===== src/rtl/axil_master_bridge.sv =====
// axil_master_bridge: AXI4-Lite initiator for a single-request core port.
// Ports: clk, reset (sync, active-low); req_* in, rsp_* out; AW/W/B/AR/R
// AXI4-Lite master channels. Optional watchdog when AXIL_TIMEOUT_EN is
// defined (TIMEOUT_CYCLES cycles in any wait state aborts with rsp_err=1).
module axil_master_bridge #(
    parameter int         ADDR_W         = 12,
    parameter int         DATA_W         = 32,
    parameter logic [2:0] PROT           = 3'b000,
    parameter int         TIMEOUT_CYCLES = 255
) (
    input  logic                clk,
    input  logic                reset,
    input  logic                req_valid,
    output logic                req_ready,
    input  logic                req_we,
    input  logic [ADDR_W-1:0]   req_addr,
    input  logic [DATA_W-1:0]   req_wdata,
    input  logic [DATA_W/8-1:0] req_wstrb,
    output logic                rsp_valid,
    output logic [DATA_W-1:0]   rsp_rdata,
    output logic                rsp_err,
    output logic                awvalid,
    input  logic                awready,
    output logic [ADDR_W-1:0]   awaddr,
    output logic [2:0]          awprot,
    output logic                wvalid,
    input  logic                wready,
    output logic [DATA_W-1:0]   wdata,
    output logic [DATA_W/8-1:0] wstrb,
    input  logic                bvalid,
    output logic                bready,
    input  logic                bresp,
    output logic                arvalid,
    input  logic                arready,
    output logic [ADDR_W-1:0]   araddr,
    output logic [2:0]          arprot,
    input  logic                rvalid,
    output logic                rready,
    input  logic [DATA_W-1:0]   rdata,
    input  logic                rresp
);

    typedef enum logic [2:0] {
        IDLE, RD_ADDR, RD_DATA, WR_AW_W, WR_RESP, RSP
    } state_t;

    state_t state;
    logic   aw_done;
    logic   w_done;

    logic ar_hs, r_hs, aw_hs, w_hs, b_hs;
    logic aw_ok, w_ok;

    assign ar_hs = arvalid & arready;
    assign r_hs  = rvalid & rready;
    assign aw_hs = awvalid & awready;
    assign w_hs  = wvalid & wready;
    assign b_hs  = bvalid & bready;
    // A write channel counts as finished if it completed earlier or now.
    assign aw_ok = aw_done | aw_hs;
    assign w_ok  = w_done | w_hs;

    assign req_ready = (state == IDLE);
    assign awprot    = PROT;
    assign arprot    = PROT;

    if (TIMEOUT_CYCLES < 1) begin : g_bad_timeout
        $error("TIMEOUT_CYCLES must be at least 1");
    end

`ifdef AXIL_TIMEOUT_EN
    localparam int CW = $clog2(TIMEOUT_CYCLES + 1);
    logic [CW-1:0] tmo_cnt;
    logic          busy;
    logic          leave;
    logic          tmo;

    assign busy  = state inside {RD_ADDR, RD_DATA, WR_AW_W, WR_RESP};
    assign leave = (state == RD_ADDR && ar_hs)
                 | (state == RD_DATA && r_hs)
                 | (state == WR_AW_W && aw_ok && w_ok)
                 | (state == WR_RESP && b_hs);
    assign tmo   = busy && (tmo_cnt == CW'(TIMEOUT_CYCLES - 1));

    // Cycles spent in the current wait state; restarts on every transition.
    always_ff @(posedge clk) begin
        if (!reset || !busy || leave || tmo)
            tmo_cnt <= '0;
        else
            tmo_cnt <= tmo_cnt + 1'b1;
    end
`endif

    always_ff @(posedge clk) begin
        if (!reset) begin
            state     <= IDLE;
            aw_done   <= 1'b0;
            w_done    <= 1'b0;
            awvalid   <= 1'b0;
            wvalid    <= 1'b0;
            bready    <= 1'b0;
            arvalid   <= 1'b0;
            rready    <= 1'b0;
            awaddr    <= '0;
            araddr    <= '0;
            wdata     <= '0;
            wstrb     <= '0;
            rsp_valid <= 1'b0;
            rsp_rdata <= '0;
            rsp_err   <= 1'b0;
        end else begin
            rsp_valid <= 1'b0;
            unique case (state)
                IDLE: begin
                    if (req_valid) begin
                        if (req_we) begin
                            awaddr  <= req_addr;
                            wdata   <= req_wdata;
                            wstrb   <= req_wstrb;
                            awvalid <= 1'b1;
                            wvalid  <= 1'b1;
                            state   <= WR_AW_W;
                        end else begin
                            araddr  <= req_addr;
                            arvalid <= 1'b1;
                            state   <= RD_ADDR;
                        end
                    end
                end
                RD_ADDR: begin
                    if (ar_hs) begin
                        arvalid <= 1'b0;
                        rready  <= 1'b1;
                        state   <= RD_DATA;
                    end
                end
                RD_DATA: begin
                    if (r_hs) begin
                        rready    <= 1'b0;
                        rsp_rdata <= rdata;
                        rsp_err   <= ~rresp;
                        rsp_valid <= 1'b1;
                        state     <= RSP;
                    end
                end
                WR_AW_W: begin
                    if (aw_hs) begin
                        awvalid <= 1'b0;
                        aw_done <= 1'b1;
                    end
                    if (w_hs) begin
                        wvalid <= 1'b0;
                        w_done <= 1'b1;
                    end
                    if (aw_ok && w_ok) begin
                        bready <= 1'b1;
                        state  <= WR_RESP;
                    end
                end
                WR_RESP: begin
                    if (b_hs) begin
                        bready    <= 1'b0;
                        rsp_rdata <= '0;
                        rsp_err   <= ~bresp;
                        rsp_valid <= 1'b1;
                        state     <= RSP;
                    end
                end
                RSP: begin
                    aw_done <= 1'b0;
                    w_done  <= 1'b0;
                    state   <= IDLE;
                end
                default: state <= IDLE;
            endcase
`ifdef AXIL_TIMEOUT_EN
            // Watchdog abort overrides whatever the wait state decided.
            if (tmo) begin
                awvalid   <= 1'b0;
                wvalid    <= 1'b0;
                bready    <= 1'b0;
                arvalid   <= 1'b0;
                rready    <= 1'b0;
                rsp_rdata <= '0;
                rsp_err   <= 1'b1;
                rsp_valid <= 1'b1;
                state     <= RSP;
            end
`endif
        end
    end

endmodule


===== config.mk =====
export PLATFORM = sky130hd
export DESIGN_NAME = axil_master_bridge
export DESIGN_NICKNAME = d
export VERILOG_FILES = /design/src/rtl/axil_master_bridge.sv
export SDC_FILE = /design/constraint.sdc
export NUM_CORES = 1
export LEC_CHECK = 0
export BUFFER_PORTS_ARGS = -buffer_cell sky130_fd_sc_hd__clkbuf_2
export CELL_PAD_IN_SITES_DETAIL_PLACEMENT = 2
export CELL_PAD_IN_SITES_GLOBAL_PLACEMENT = 2
export CORE_MARGIN = 2
export CORE_UTILIZATION = 28
export CTS_BUF_LIST = sky130_fd_sc_hd__clkbuf_8
export DETAILED_ROUTE_END_ITERATION = 10
export PLACE_DENSITY = 0.84
export SETUP_SLACK_MARGIN = 0.4
export SKIP_CTS_REPAIR_TIMING = 1
export SKIP_LAST_GASP = 1
export SLEW_MARGIN = 40
export SYNTH_ARGS = -nofsm -noshare
export SYNTH_HDL_FRONTEND = slang
export SYNTH_SLANG_ARGS = --single-unit

===== constraint.sdc =====
create_clock -name clk -period 2.1 [get_ports clk]
set_input_delay 0.21 -clock clk [delete_from_list [all_inputs] [get_ports clk]]
set_output_delay 0.21 -clock clk [all_outputs]
set_load 0.05 [all_outputs]

==> impl_metrics.json <==
{
  "status": "completed",
  "grt_max_degree": 49,
  "synth_ff_type": "dfxtp_1",
  "fillers": 1781,
  "ios": 197,
  "hold_path.class": "in -> reg",
  "rsz0062_at_grt": "no",
  "whs_path_depth": 3,
  "dieArea_um2": 16800,
  "cts_buffer_depth": 2,
  "antennaDiodeCount": 0,
  "leakagePower_nw": 2.54,
  "ys_ff_latch": 104,
  "dpl.hpwl_um": 10600,
  "fin_cells": 873,
  "synthToLayoutAreaGrowth_pct": 35.7,
  "worstSetupStartpoint": "state[2]",
  "yosys_warnings": 0,
  "ys_types": 38,
  "powerDensity_nw_per_um2": 989,
  "setup_violations": 0,
  "final_nets": 748,
  "path_clk_slew_ps": 110,
  "period_needed_ps": 1670,
  "via_count": 4026,
  "yosysSeqAreaShare_pct": 47.2,
  "portBuffers": 190,
  "final_hold_viol_count": 0,
  "finalWirelength_um": 15600,
  "yosys-top-cells-area": "dfxtp_1 (47%), nor2b_1 (11%), mux2i_1 (11%)",
  "cp.arrival_ps": 1460,
  "slew_headroom_pct": 52.8,
  "gp_congestion": 0.782,
  "finalClockSkew_ps": 7.67,
  "grtUsageMet2_pct": 31.5,
  "crit_type": "reg -> out",
  "grt_pass1_vias": 4284,
  "multi_input_area_um2": 2110,
  "r2r_cells": 7,
  "die_w_um": 130,
  "cts_tree": "done",
  "min_from": "req_wstrb[3]",
  "drt_iter0_markers": 87,
  "synth_area_um2": 4410,
  "top_usage_layer": "met2",
  "die_y_um": 130,
  "detail_route.vias_per_cell": 4.61,
  "drive_gt1_share_pct": 36.3,
  "synth_top_area_share_pct": 47.2,
  "ir_worst_vdd_mv": 0.413,
  "required_ps": 1890,
  "track_usage_pct": 16.9,
  "grt_pass1_wl_um": 22100,
  "synth.most_common_cell": "nand2_1",
  "worst_pin_slew_ps": 709,
  "synthArstFlopShare_pct": 0,
  "crit_fanout": 13,
  "startpoint_type": "register",
  "synth_edf_count": 0,
  "drv_slew": 0,
  "core.rowCount": 45,
  "numCtsBuffers": 9,
  "r2r_start": "state[1]",
  "ant_nets": 0,
  "fin_setup_tns_ps": 0,
  "dr.pass1.iters": 4,
  "clock-sinks": 104,
  "synth_top_area_cell": "dfxtp_1",
  "coreArea_um2": 15300,
  "grt_antenna_before_repair": 0,
  "overflow": 0,
  "crit_path_end_kind": "output port",
  "use_met1_pct": 18.2,
  "cts.htree.levels": 3,
  "fmax_mhz": 600,
  "route.detailed.drc": 0,
  "clk_latency_ps": 370,
  "min_period_over_period_pct": 79.3,
  "start_util_pct": 28.8,
  "wl_per_cell_um": 17.9,
  "syn_inst": 471,
  "synth_commonest_cells": "nand2_1 (107), dfxtp_1 (104), nor2b_1 (79)",
  "global_route.usage.met3_pct": 4.46,
  "ff_latch_area_um2": 2090,
  "cts-root-buf": "clkbuf_8",
  "max-cap-violations": 0,
  "placed_cells": 845,
  "syn_area_per_cell_um2": 9.37
}
-- power by group --
part	switching (mW)	internal, mW
registers	0.163	2.15
logic	1.31	0.640
clock network	0.739	0.914
-- flip-flops by register name (all words and copies together) (netlist names) --
name       count
rsp_rdata     32
wdata         32
araddr        12
awaddr        12
wstrb          4
state          3
arvalid        1
aw_done        1
awvalid        1
bready         1
rready         1
rsp_err        1
rsp_valid      1
w_done         1
wvalid         1
-- layer usage --
layer | vias up | part of all wire [%]
li1 | 1902 | -
met1 | 1972 | 38
met2 | 135 | 54
met3 | 17 | 6.5
met4 | 0 | 1.6
met5 | - | 0
-- worst paths after layout --
path	to	slack, ps
worst min-delay path	wstrb[3]	40
worst max-delay path	req_ready	430
worst max register to register	rsp_rdata[2]	450
worst min register to register	wdata[0]	460
-- placed cells by master (no fill, tap or decap), types with 2 or more instances in the layout --
cell,Yosys,final
and2_1,4,4
mux2i_1,48,46
conb_1,1,6
a41oi_1,4,4
bufinv_16,0,4
clkbuf_2,0,190
a21oi_1,5,5
nor2_1,3,3
dfxtp_1,104,99
mux2i_2,0,2
a21boi_0,2,2
clkinvlp_4,0,2
a21boi_1,48,48
buf_4,7,10
clkbuf_8,0,9
o21ai_0,3,3
o21a_1,3,3
clkbuf_16,0,3
nor2b_1,79,79
dfxtp_2,0,4
nand2_1,107,107
buf_12,3,7
-- layout make-up --
cell class | instances | share of cell area, %
timing repair buffer | 211 | 20.9
multi-input combinational | 330 | 35.2
sequential | 104 | 34.9
tap | 211 | 4.41
clock inverter | 7 | 2.40
inverter | 1 | 0.0627
clock buffer | 9 | 2.07
-- worst max-delay path, stage by stage (launching register included) --
cell	delay, ps
dfxtp_2	430
nor3_4	310
clkbuf_2	340
-- stage by stage --
stage	hold slack, ps	worst slack, ps	util (%)	area (µm²)	total power, mW
final	39.1	434	39.1	5990	5.92
after global routing	20.8	349	39.1	5990	6.23
after CTS	18.9	244	37.9	5800	5.86
after detailed placement	444	268	36.1	5530	4.20
after global placement	431	414	36.1	5530	4.11
after floorplan	345	334	-	4460	3.71
-- logic make-up (layout without fill, tap and decap cells) --
logic type	after synthesis	count (layout)	share of synthesized area, %
AND/OR/NAND/NOR	204	204	23.6
flip-flops	104	104	47.2
AO/OA/AOI/OAI	72	72	12.2
multiplexers	48	48	10.9
buffers and inverters	42	228	6.01
other	1	6	0.0850
Note: power is estimated with default switching activity, not from simulation.
